--- src/rtl/weight_seq_pkg.sv ---
// Shared encodings for the layer 10-16 weight-mux sequencer: FSM states,
// conv source select codes and the default conv count.
package weight_seq_pkg;

  localparam logic [1:0] ST_IDLE  = 2'd0;
  localparam logic [1:0] ST_ISSUE = 2'd1;
  localparam logic [1:0] ST_DONE  = 2'd2;

  localparam logic [2:0] CONV8_SEL  = 3'd0;
  localparam logic [2:0] CONV9_SEL  = 3'd1;
  localparam logic [2:0] CONV10_SEL = 3'd2;
  localparam logic [2:0] CONV11_SEL = 3'd3;
  localparam logic [2:0] CONV12_SEL = 3'd4;

  localparam int N_CONV_L10 = 5;

  typedef logic [2:0] conv_sel_t;

endpackage

--- src/rtl/weight_mux_sequencer_l10_wrap_counter.sv ---
// Modulo (MAX+1) up-counter with synchronous clear; wrap flags the terminal
// count so a parent can chain counters.
module wrap_counter #(
  parameter int W   = 3,
  parameter int MAX = 7
) (
  input  logic         clk,
  input  logic         rst_n,
  input  logic         clr,
  input  logic         en,
  output logic [W-1:0] count,
  output logic         wrap
);

  localparam logic [W-1:0] MAX_V = W'(MAX);

  logic [W-1:0] count_r;

  assign count = count_r;
  assign wrap  = (count_r == MAX_V);

  // Count register: clear wins over enable, wraps to zero after MAX
  always_ff @(posedge clk or negedge rst_n) begin
    if (!rst_n) begin
      count_r <= {W{1'b0}};
    end else if (clr) begin
      count_r <= {W{1'b0}};
    end else if (en) begin
      if (count_r == MAX_V) begin
        count_r <= {W{1'b0}};
      end else begin
        count_r <= count_r + W'(1);
      end
    end else begin
      count_r <= count_r;
    end
  end

endmodule

--- src/rtl/weight_mux_sequencer_l10.sv ---
// Walks conv8..conv12, issuing TILES_PER_CONV weight tiles per conv over a
// valid/ready handshake, then pulses layer_done once.
module weight_mux_sequencer_l10
  import weight_seq_pkg::*;
#(
  parameter int N_CONV         = N_CONV_L10,
  parameter int TILES_PER_CONV = 8,
  parameter int TILE_W         = 3
) (
  input  logic              clk,
  input  logic              rst_n,
  input  logic              start,
  input  logic              abort,
  input  logic              wt_ready,
  output logic [2:0]        u,
  output logic [TILE_W-1:0] tile_idx,
  output logic              wt_valid,
  output logic              busy,
  output logic              layer_done
);

  logic [1:0] state_r;
  logic [1:0] state_nxt_s;
  logic       wt_valid_r;
  logic       busy_r;
  logic       layer_done_r;
  logic       hs_s;
  logic       tile_wrap_s;
  logic       conv_wrap_s;
  logic       tile_en_s;
  logic       conv_en_s;
  logic       cnt_clr_s;
  conv_sel_t  conv_sel_s;

  // wt_valid is only ever high in ISSUE, so it qualifies the handshake alone
  assign hs_s      = wt_valid_r & wt_ready;
  assign tile_en_s = hs_s & ~abort;
  assign conv_en_s = tile_en_s & tile_wrap_s;
  assign cnt_clr_s = abort | (state_r != ST_ISSUE);

  wrap_counter #(
    .W   (TILE_W),
    .MAX (TILES_PER_CONV - 1)
  ) u_tile_cnt (
    .clk   (clk),
    .rst_n (rst_n),
    .clr   (cnt_clr_s),
    .en    (tile_en_s),
    .count (tile_idx),
    .wrap  (tile_wrap_s)
  );

  wrap_counter #(
    .W   (3),
    .MAX (N_CONV - 1)
  ) u_conv_cnt (
    .clk   (clk),
    .rst_n (rst_n),
    .clr   (cnt_clr_s),
    .en    (conv_en_s),
    .count (conv_sel_s),
    .wrap  (conv_wrap_s)
  );

  // Next-state decode; abort overrides both the final handshake and DONE
  always_comb begin
    state_nxt_s = state_r;
    case (state_r)
      ST_IDLE: begin
        if (start && !abort) begin
          state_nxt_s = ST_ISSUE;
        end else begin
          state_nxt_s = ST_IDLE;
        end
      end
      ST_ISSUE: begin
        if (abort) begin
          state_nxt_s = ST_IDLE;
        end else if (hs_s && tile_wrap_s && conv_wrap_s) begin
          state_nxt_s = ST_DONE;
        end else begin
          state_nxt_s = ST_ISSUE;
        end
      end
      ST_DONE: begin
        state_nxt_s = ST_IDLE;
      end
      default: begin
        state_nxt_s = ST_IDLE;
      end
    endcase
  end

  // State and status outputs registered from the next state
  always_ff @(posedge clk or negedge rst_n) begin
    if (!rst_n) begin
      state_r      <= ST_IDLE;
      wt_valid_r   <= 1'b0;
      busy_r       <= 1'b0;
      layer_done_r <= 1'b0;
    end else begin
      state_r      <= state_nxt_s;
      wt_valid_r   <= (state_nxt_s == ST_ISSUE);
      busy_r       <= (state_nxt_s != ST_IDLE);
      layer_done_r <= (state_nxt_s == ST_DONE);
    end
  end

  assign u          = conv_sel_s;
  assign wt_valid   = wt_valid_r;
  assign busy       = busy_r;
  assign layer_done = layer_done_r;

endmodule

--- config.mk ---
export PLATFORM = sky130hd
export DESIGN_NAME = weight_mux_sequencer_l10
export DESIGN_NICKNAME = d
export VERILOG_FILES = /design/src/rtl/weight_seq_pkg.sv /design/src/rtl/weight_mux_sequencer_l10_wrap_counter.sv /design/src/rtl/weight_mux_sequencer_l10.sv
export SDC_FILE = /design/constraint.sdc
export NUM_CORES = 1
export LEC_CHECK = 0
export BUFFER_PORTS_ARGS = -buffer_cell sky130_fd_sc_hd__buf_2
export CAP_MARGIN = 20
export CELL_PAD_IN_SITES_DETAIL_PLACEMENT = 0
export CELL_PAD_IN_SITES_GLOBAL_PLACEMENT = 1
export CORE_MARGIN = 10
export CORE_UTILIZATION = 26
export CTS_BUF_LIST = sky130_fd_sc_hd__clkbuf_4 sky130_fd_sc_hd__clkbuf_8
export CTS_CLUSTER_SIZE = 16
export DETAILED_ROUTE_END_ITERATION = 7
export HOLD_SLACK_MARGIN = 0.02
export PLACE_DENSITY_LB_ADDON = 0.15
export SYNTH_ARGS = -nofsm -noshare
export SYNTH_HDL_FRONTEND = slang
export SYNTH_SLANG_ARGS = --single-unit
--- constraint.sdc ---
create_clock -name clk -period 2.2 [get_ports clk]
set_clock_uncertainty 0.05 [all_clocks]
set_input_delay 0.11 -clock clk [delete_from_list [all_inputs] [get_ports clk]]
set_output_delay 0.11 -clock clk [all_outputs]
set_load 0.05 [all_outputs]
==> impl.org <==
** Global route
- The number of antenna violations at the first check in global routing came to 0.
- Routing usage on met3 :: 4.70%
- Most used routing layer :: met2
- Global routing used 5.65% of the available tracks across all layers.
- Maximum number of pins on one net before global-route repair :: 12
- Met2 Track Usage GR :: 8.08%
- Met1 track demand over resource in global routing :: 6.45%
- Via count of the first global-routing pass :: 397
- Total congestion overflow after global routing :: 0
- Wire length of the first global-routing pass :: 1850 um

** Worst setup path
- Data on the critical path arrives at its endpoint at 1710 ps.
- Critical Setup Path Class :: reg -> reg
- Critical Path Source :: u_tile_cnt.count[0]
- Nature of the critical path endpoint :: register
- Crit path launch type :: register
- Required time at the worst-slack endpoint :: 2350 ps
- Beginning of the worst register-to-register path :: u_tile_cnt.count[0]
- Along the worst path, the maximum fanout reaches 8.

** Timing
- For the pin with the worst max-slew slack, the measured transition is 291 ps.
- The worst pin sits at a relative slew slack of 80.5%.
- Final period utilization :: 71.3%
- The number of failing hold endpoints at the final stage came to 0.
- Setup slack closes at 632 ps.
- Final number of max-transition violations :: 0
- Min cycle time layout :: 1570 ps
- Setup TNS after final layout :: 0 ps
- For this run, the top clock speed supported by timing is 638 MHz.
- Setup violations remaining at the end of the flow were counted as 0.
- Unrepaired setup endpoints after global routing :: no

** Routing
- In the routed layout, each cell is associated on average with a via count of 4.39.
- Total iterations of the first detailed-routing run :: 4
- Routed Wire Length :: 1100 um
- The routed layout has 391 vias.
- Routed WL per cell :: 12.4 um
- Count of unresolved DRC violations after routing :: 0
- Remaining antenna violation count :: 0
- Initial DRC Count :: 23

** Finish
- Number of diodes :: 0
- For this run, the number of standard cells in the final layout without fillers is 89.
- Cells fill 35.9% of the core in the end.
- The area growth from synthesis to layout is 27.1%.
- Number of nets in the layout :: 74
- Fraction of final layout cells sized beyond drive strength 1 :: 28.1%

** Synthesis
- Arithmetic-cell share of the synthesized area counting full adders, half adders and majority gates :: 9.95%
- Average instance area after synthesis :: 10.9 um2
- Warnings, synthesis :: 0
- Number of nets produced by synthesis :: 55
- Count of different cell masters after synthesis :: 16
- Sequential share of the synthesized area :: 54.7%
- Share of synthesized area spent on multiplexers :: 3.98%
- Cell Area, Synth :: 503 um2
- Main combinational cell family by area after synthesis :: simple AND/OR/NAND/NOR gates
- Total of flip-flops plus latches after synthesis :: 11
- Cell type contributing the most total cell area after synthesis :: sky130_fd_sc_hd__dfrtp_1
- Of the total synthesized cell area, the portion taken by AND, OR, NAND and NOR gates is 20.4%.
- The synthesized netlist devotes 9.45% of its cell area to compound gates.
- Post-synth top area share :: 54.7%
- Of the total synthesized cell area, the portion taken by XOR and XNOR cells is 0%.
- Synthesis produced a netlist whose cell count is 46.
- By area the synthesized netlist is led by sky130_fd_sc_hd__dfrtp_1 (55%), sky130_fd_sc_hd__ha_1 (10%), sky130_fd_sc_hd__nand2_1 (4.5%), sky130_fd_sc_hd__nor2_1 (4.5%), sky130_fd_sc_hd__a21oi_1 (4.0%).

** Clock tree
- Buffers inserted during clock tree synthesis total 3.
- Max H-tree Level :: 1
- CTS Root Buffer Type :: sky130_fd_sc_hd__clkbuf_4
- After clock tree synthesis, the clock-pin slew on the worst setup and hold paths is 70 ps.
- Post-cts resize count :: 0
- At the later pin of the worst-skew pair, clock insertion delay measures 270 ps.
- Largest buffer count on any clock path :: 2
- Clock sink total :: 11
- TritonCTS clock tree :: yes

** Place
- Number of placed instances with taps included :: 84
- Routability-driven placement finished with a final weighted congestion of 0.725.
- Buffers placed on the I/O ports in this run total 13.
- Pre-CTS WS :: 640 ps

** Status
- The flow ran to the end, and the final reports show no timing, DRC or antenna violations.

** Floorplanning
- Pin placement for this block handled 14 I/O pins.
- Core Rows :: 15
- Area enclosed by the die boundary :: 4090 um2
- Effective utilization at floorplan :: 28.2%
- Die extent in x :: 64.0 um
- The floorplan step set the die height to 64.0 um.
- Core region area :: 1780 um2

** Pwr
- Of the total power, combinational logic draws 8.2%.
- Internal power component :: 0.000298 W
- Sw Share :: 24.5%
- The design draws 0.000394 W.
- Power per cell area :: 617 nW/um2
- Reported net switching power :: 0.0000964 W
- Across the VDD grid, the largest voltage drop is 0.000298 V.
- Power share of the clock group :: 38.5%
- Flop pwr share :: 53.3%
- Summed over all cells, the static leakage comes to 0.320 nW.

** Hold path
- Critical hold path startpoint :: start
- In this run the worst hold path is classified as in -> reg.

** Run
- Number of maximum-capacitance violations :: 0
-- layer usage --
metal  wire length [um]  vias up
met3                111        2
met2                458       14
li1                   -      195
met4                  6        0
met1                525      180
met5                  0        -
-- per-stage QoR --
step	hold slack [ps]	instance area, um2
floorplan	-236	503
global placement	-51.0	599
detailed placement	-53.3	599
CTS	30.3	639
global route	38.1	639
finish	38.1	639
-- state kept, by name (all words and copies together) (netlist names) --
signal,cells
u_conv_cnt.count,3
u_tile_cnt.count,3
state_r,2
busy,1
layer_done,1
wt_valid,1
-- cells in the mapped netlist (all sizes together) --
library cell	count
a21oi	4
a21boi	2
nand3	2
o21a	1
dfrtp	11
nand4b	1
ha	4
nand3b	1
nor2	6
inv	2
mux2i	2
nand2	6
or3b	1
nor3	2
o21ai	1
-- worst paths after layout --
check,slack [ps],cells after the start,end
max in group asynchronous,1710,2,busy
setup / recovery,630,5,u_conv_cnt.count[2]
setup reg to reg,630,5,u_conv_cnt.count[2]
min in group asynchronous,190,2,u_conv_cnt.count[2]
hold reg to reg,460,1,state_r[0]
hold / removal,40,2,busy
-- power by group through the flow --
| stage | clock, W | combinational, W | sequential, W |
|---|---|---|---|
| final | 0.000152 | 0.0000324 | 0.000210 |
| after global routing | 0.000172 | 0.0000363 | 0.000211 |
| after CTS | 0.000162 | 0.0000337 | 0.000210 |
| after detailed placement | 0 | 0.0000323 | 0.000214 |
| after global placement | 0 | 0.0000324 | 0.000214 |
| after floorplan | 0 | 0.00000756 | 0.000224 |
-- cells by family after synthesis --
kind of cell | after synthesis
fa+ha+maj | 4
mux | 2
flops | 11
buf+inv | 2
simple gates | 19
compound gates | 8
-- worst max-delay path, stage by stage (launching register included) --
cell                      delay (ps)
sky130_fd_sc_hd__dfrtp_1         390
sky130_fd_sc_hd__ha_1            170
sky130_fd_sc_hd__ha_1            220
sky130_fd_sc_hd__nand3_4         130
sky130_fd_sc_hd__or3b_1          390
sky130_fd_sc_hd__a21oi_1         140
-- area by class of cell --
type,count,area [um2]
multi-input combinational,33,220
fill,188,1140
sequential,11,275
inverter,2,7.51
tap,25,31.3
timing repair buffer,14,75.1
clock buffer,4,30.0
-- repair_timing --
item,in CTS,in global routing
setup buffers,0,0
hold buffers,1,0
endpoints found under the setup margin,0,0
endpoints found under the hold margin,11,0
-- placed cells by master, fill, tap and decap left out --
| cell type | Yosys | routed |
|---|---|---|
| sky130_fd_sc_hd__inv_1 | 2 | 2 |
| sky130_fd_sc_hd__nand2_1 | 6 | 6 |
| sky130_fd_sc_hd__nand3_1 | 1 | 1 |
| sky130_fd_sc_hd__dlygate4sd3_1 | 0 | 1 |
| sky130_fd_sc_hd__nand3_4 | 1 | 1 |
| sky130_fd_sc_hd__nand3b_1 | 1 | 1 |
| sky130_fd_sc_hd__nand4b_1 | 1 | 1 |
| sky130_fd_sc_hd__o21a_1 | 1 | 1 |
| sky130_fd_sc_hd__ha_1 | 4 | 4 |
| sky130_fd_sc_hd__a21boi_0 | 2 | 2 |
| sky130_fd_sc_hd__buf_2 | 0 | 13 |
| sky130_fd_sc_hd__or3b_1 | 1 | 1 |
| sky130_fd_sc_hd__a21oi_1 | 4 | 4 |
| sky130_fd_sc_hd__nor3_1 | 2 | 2 |
| sky130_fd_sc_hd__o21ai_0 | 1 | 1 |
| sky130_fd_sc_hd__nor2_1 | 6 | 6 |
| sky130_fd_sc_hd__clkbuf_4 | 0 | 4 |
| sky130_fd_sc_hd__mux2i_1 | 2 | 2 |
| sky130_fd_sc_hd__dfrtp_1 | 11 | 11 |
(Power assumes the default switching activity.)
